### src/rtl/online_adder_sequencer.sv
// Control sequencer for an online (MSD-first) adder: walks operand ROM addresses,
// gates and clears the adder, and writes each result vector to RAM after the online delay.
module online_adder_sequencer #(
    parameter int NDIG  = 8,
    parameter int DELTA = 2,
    parameter int NVEC  = 4
) (
    input  logic       clk,
    input  logic       rst_n,
    input  logic       start,
    input  logic       abort,
    output logic [9:0] rom_addr,
    output logic       zero_op,
    output logic       adder_clr,
    output logic [9:0] ram_addr,
    output logic       ram_we,
    output logic [9:0] vec_idx,
    output logic       busy,
    output logic       done
);

    localparam logic [1:0] S_IDLE = 2'd0;
    localparam logic [1:0] S_RUN  = 2'd1;
    localparam logic [1:0] S_DONE = 2'd2;

    localparam logic [15:0] C_NDIG  = 16'(NDIG);
    localparam logic [15:0] C_ZHI   = 16'(NDIG + 1);
    localparam logic [15:0] C_WLO   = 16'(DELTA + 1);
    localparam logic [15:0] C_WHI   = 16'(NDIG + DELTA);
    localparam logic [15:0] C_TLAST = 16'(NDIG + DELTA);
    localparam logic [9:0]  C_NDIG10 = 10'(NDIG);
    localparam logic [9:0]  C_VLAST  = 10'(NVEC - 1);
    localparam logic [9:0]  C_DOFF   = 10'(DELTA + 1);

    logic [1:0]  r_state;
    logic [15:0] r_t;
    logic [9:0]  r_vec;
    logic [9:0]  r_ram_addr;

    logic        w_run;
    logic [9:0]  w_base;
    logic [9:0]  w_rom_off;
    logic [9:0]  w_waddr;
    logic        w_we;

    assign w_run     = (r_state == S_RUN);
    assign w_base    = r_vec * C_NDIG10;
    assign w_rom_off = (r_t < C_NDIG) ? r_t[9:0] : (C_NDIG10 - 10'd1);
    assign w_waddr   = w_base + r_t[9:0] - C_DOFF;
    // Abort suppresses the write in the very cycle it is seen.
    assign w_we      = w_run && !abort && (r_t >= C_WLO) && (r_t <= C_WHI);

    assign rom_addr  = w_run ? (w_base + w_rom_off) : 10'd0;
    assign zero_op   = !w_run || (r_t == 16'd0) || (r_t >= C_ZHI);
    assign adder_clr = w_run && (r_t == 16'd0);
    assign ram_we    = w_we;
    assign ram_addr  = w_we ? w_waddr : r_ram_addr;
    assign vec_idx   = r_vec;
    assign busy      = w_run;
    assign done      = (r_state == S_DONE);

    always_ff @(posedge clk or negedge rst_n) begin
        if (!rst_n) begin
            r_state    <= S_IDLE;
            r_t        <= 16'd0;
            r_vec      <= 10'd0;
            r_ram_addr <= 10'd0;
        end else begin
            case (r_state)
                S_IDLE: begin
                    if (start) begin
                        r_state <= S_RUN;
                        r_t     <= 16'd0;
                        r_vec   <= 10'd0;
                    end
                end
                S_RUN: begin
                    if (w_we) begin
                        r_ram_addr <= w_waddr;
                    end
                    if (abort) begin
                        r_state <= S_IDLE;
                        r_t     <= 16'd0;
                    end else if (r_t == C_TLAST) begin
                        r_t <= 16'd0;
                        // Next vector starts immediately, without a gap cycle.
                        if (r_vec < C_VLAST) begin
                            r_vec <= r_vec + 10'd1;
                        end else begin
                            r_state <= S_DONE;
                        end
                    end else begin
                        r_t <= r_t + 16'd1;
                    end
                end
                S_DONE: begin
                    r_state <= S_IDLE;
                end
                default: begin
                    r_state <= S_IDLE;
                end
            endcase
        end
    end

endmodule

### config.mk
export PLATFORM = sky130hd
export DESIGN_NAME = online_adder_sequencer
export DESIGN_NICKNAME = d
export VERILOG_FILES = /design/src/rtl/online_adder_sequencer.sv
export SDC_FILE = /design/constraint.sdc
export NUM_CORES = 1
export LEC_CHECK = 0
export ABC_AREA = 1
export CORE_MARGIN = 5
export CORE_UTILIZATION = 40
export DETAILED_ROUTE_END_ITERATION = 16
export GPL_TIMING_DRIVEN = 0
export HOLD_SLACK_MARGIN = 0.08
export PLACE_DENSITY = 0.59
export SYNTH_ARGS = -nofsm -noshare
export SYNTH_HDL_FRONTEND = slang
export SYNTH_SLANG_ARGS = --single-unit
### constraint.sdc
create_clock -name clk -period 2.6 [get_ports clk]
set_input_delay 0.26 -clock clk [delete_from_list [all_inputs] [get_ports clk]]
set_output_delay 0.26 -clock clk [all_outputs]
set_load 0.02 [all_outputs]
==> results.json <==
{
  "status": "completed",
  "postSynth.asyncResetShare_pct": 100,
  "maxSlewViolCount": 0,
  "hpwl_um": 5970,
  "syn_area_um2": 2990,
  "period_share_pct": 96.0,
  "initialDrtViolationCount": 149,
  "port_buffers": 38,
  "numCtsBuffers": 5,
  "ys_types": 35,
  "crit_path_end_kind": "output pin",
  "io_pins": 39,
  "initial_core_util_pct": 41.2,
  "nets": 540,
  "critPathMaxFanout": 7,
  "yosys_warnings": 0,
  "synth_top_area_share_pct": 31.9,
  "ys_ff_latch": 38,
  "total_leakage_power_nw": 2.06,
  "antenna_found_initial": 0,
  "cts_tree": "built",
  "wirelength_um": 7880,
  "r2r_start": "r_t[3]",
  "path_clk_slew_ns": 0.08,
  "p_total_w": 0.00218,
  "required_ns": 2.34,
  "report.final.hold_viol_count": 0,
  "grt_pass1_vias": 2806,
  "wl_per_cell_um": 12.9,
  "crit_path_start_kind": "flip-flop",
  "cts_sinks": 38,
  "setup_violations": 0,
  "num_vias": 2978,
  "grt_overflow": 0,
  "synth_area_per_cell_um2": 6.74,
  "grtUsageMet1_pct": 23.2,
  "gr-usage-met2_pct": 31.1,
  "ctsRootBufferMaster": "clkbuf_8",
  "fill_cells": 760,
  "crit_chain": "buf_6 > inv_6 > ha_1 > inv_1 > ha_1 > nand3b_1 > nand2_2 > nand3_1 > nand2_1 > nand2_1 > nand2_1 > nand2_1 > nand2_1 > buf_2",
  "hold_path_class": "input port to asynchronous set/reset pin",
  "r2r_end": "r_ram_addr[7]",
  "drv_cap": 0,
  "muxShareOfSynthArea_pct": 0,
  "synth_compound_area_share_pct": 9.60,
  "crit_type": "flip-flop to output pin",
  "remaining_drc_errors": 0,
  "syn_to_final_growth_pct": 27.2,
  "dieArea_um2": 9290,
  "top_usage_layer": "met2",
  "min_period_ns": 2.50,
  "arrival_ns": 2.24,
  "finalCoreUtilization_pct": 52.4,
  "syn-instance-count": 443,
  "vdd_ir_drop_max_mv": 0.343,
  "rsz0062_at_grt": "yes",
  "synthSimpleGateAreaFrac_pct": 34.5,
  "grt_pass1_wl_um": 13100,
  "crit_path_frequent_cell": "nand2_1",
  "synth_top_area_cell": "dfrtp_1",
  "drive_gt1_share_pct": 14.3,
  "synth_edf_count": 0,
  "cts_buffer_depth": 2,
  "worstSkewPairLatency_ns": 0.30,
  "yosysSeqAreaShare_pct": 31.9,
  "rows": 31,
  "die_y_um": 96.4,
  "first_pass_iters": 4,
  "insertedDiodeCount": 0,
  "met3_usage_pct": 2.56,
  "htreeDepth": 2,
  "finClkSkew_ns": 0.0109,
  "cp_slowest_cell": "dfrtp_1",
  "grt_max_degree": 36,
  "max_stage_delay_ns": 0.34,
  "core_um2": 7250,
  "yosys-top-cells-area": "dfrtp_1, nand2_1, ha_1",
  "die_w_um": 96.4,
  "reg2reg_slack_ns": 0.73,
  "synth_top_family_by_area": "simple AND/OR/NAND/NOR gates",
  "ys.flop_type": "dfrtp_1",
  "track_usage_pct": 18.0,
  "synth-xor-area-share_pct": 2.35,
  "max_freq_ghz": 0.401,
  "p_per_area_nw_per_um2": 573,
  "ant_nets": 0,
  "synthAdderAreaFrac_pct": 11.1,
  "drt-vias-per-instance": 4.88,
  "routabilityCongestion": 0.923,
  "rr_worst_depth": 12
}
sequential cells by signal, indices dropped and copies added (netlist names):
signal and cells:
r_ram_addr 10, r_state 2, vec_idx 10, r_t 16
critical path: cells and delay by family (launching register included):
family                     cells  cell delay, ns
adders and majority gates      2            0.55
buffers and inverters          4            0.38
DFF                            1            0.34
and+or+nand+nor                8            0.66
cell families (layout without fill, tap and decap cells):
| group | count (synthesis) | after routing |
|---|---|---|
| adders and majority gates | 26 | 26 |
| other | 2 | 7 |
| AOI/OAI and AO/OA | 52 | 52 |
| DFF | 38 | 38 |
| and+or+nand+nor | 240 | 240 |
| buffers and inverters | 77 | 140 |
| xor gates and xnor gates | 8 | 8 |
cells in the final DEF (no fill, tap or decap), types with 2 or more instances in the layout:
master	count
clkbuf_2	5
nand4_1	11
nor4_1	2
clkbuf_8	6
nor3_1	7
dfrtp_1	32
inv_1	65
nor2_1	62
nand2_2	4
o21ai_0	16
o22ai_1	2
clkdlybuf4s50_1	23
nand3b_1	3
dlymetal6s2s_1	4
buf_6	2
nor2_2	3
ha_1	21
buf_4	19
buf_2	5
a21oi_2	2
a21oi_1	12
conb_1	7
dfrtp_2	6
ha_4	3
inv_2	4
nand2_1	124
nor2_4	2
xnor2_1	2
xor2_1	5
nand3_1	19
o21ai_1	12
metal layers:
| layer | share of wire, % | routed length (µm) | vias to the layer above |
|---|---|---|---|
| li1 | - | - | 1527 |
| met1 | 46 | 3590 | 1373 |
| met2 | 48 | 3800 | 68 |
| met3 | 5.2 | 407 | 10 |
| met4 | 1.1 | 89 | 0 |
| met5 | 0 | 0 | - |
cell usage after synthesis, types with 4 or more instances:
library cell	instances
dfrtp_1	38
nor2_1	62
inv_2	4
xor2_1	5
inv_1	67
o21ai_0	16
ha_1	25
nand4_1	11
a21oi_1	15
o21ai_1	12
nor3_1	7
nand2_1	125
nand3_1	19
report_power, final:
group	switching, W	internal (W)
Clock	0.000221	0.000214
Sequential	0.0000519	0.000683
Combinational	0.000619	0.000388
through the flow:
stage	cells	worst slack, ns	setup TNS, ns	hold slack (ns)	area [µm²]
2_1_floorplan	448	0.349	0	-0.0356	3000
3_3_place_gp	585	-0.171	-0.618	0.452	3510
6_report	610	0.104	0	0.305	3800
3_5_place_dp	586	-0.162	-0.548	0.0841	3520
4_1_cts	603	0.00941	0	0.300	3700
5_1_grt	610	-0.0154	-0.0215	0.330	3800
worst max-delay path by stage:
| stage | startpoint | end | slack [ns] | cells after the start |
|---|---|---|---|---|
| floorplan | vec_idx[1] | ram_addr[5] | 0.35 | 8 |
| global placement | vec_idx[1] | ram_addr[7] | -0.17 | 12 |
| detailed placement | vec_idx[1] | ram_addr[7] | -0.16 | 12 |
| CTS | r_t[6] | ram_addr[8] | 0.009 | 13 |
| global route | r_t[6] | ram_addr[8] | -0.02 | 13 |
| finish | r_t[3] | ram_addr[7] | 0.10 | 14 |
cell type report:
cell class,instances,area [µm²],share of cell area [%]
sequential,38,958,25.2
tap,99,124,3.26
multi-input combinational,333,1810,47.8
timing repair buffer,55,488,12.8
inverter,71,275,7.25
clock buffer,7,86.3,2.27
clock inverter,1,5.00,0.132
buffer,6,47.5,1.25
timing repair:
action | 4_1_cts | 5_1_grt
endpoints found under the hold margin | 38 | 0
gates resized for setup | 31 | 32
pin swaps | 1 | 0
setup endpoints to repair | 11 | 13
hold buffers | 1 | 0
setup buffers | 8 | 7
Power figures use the tool's default switching activity.
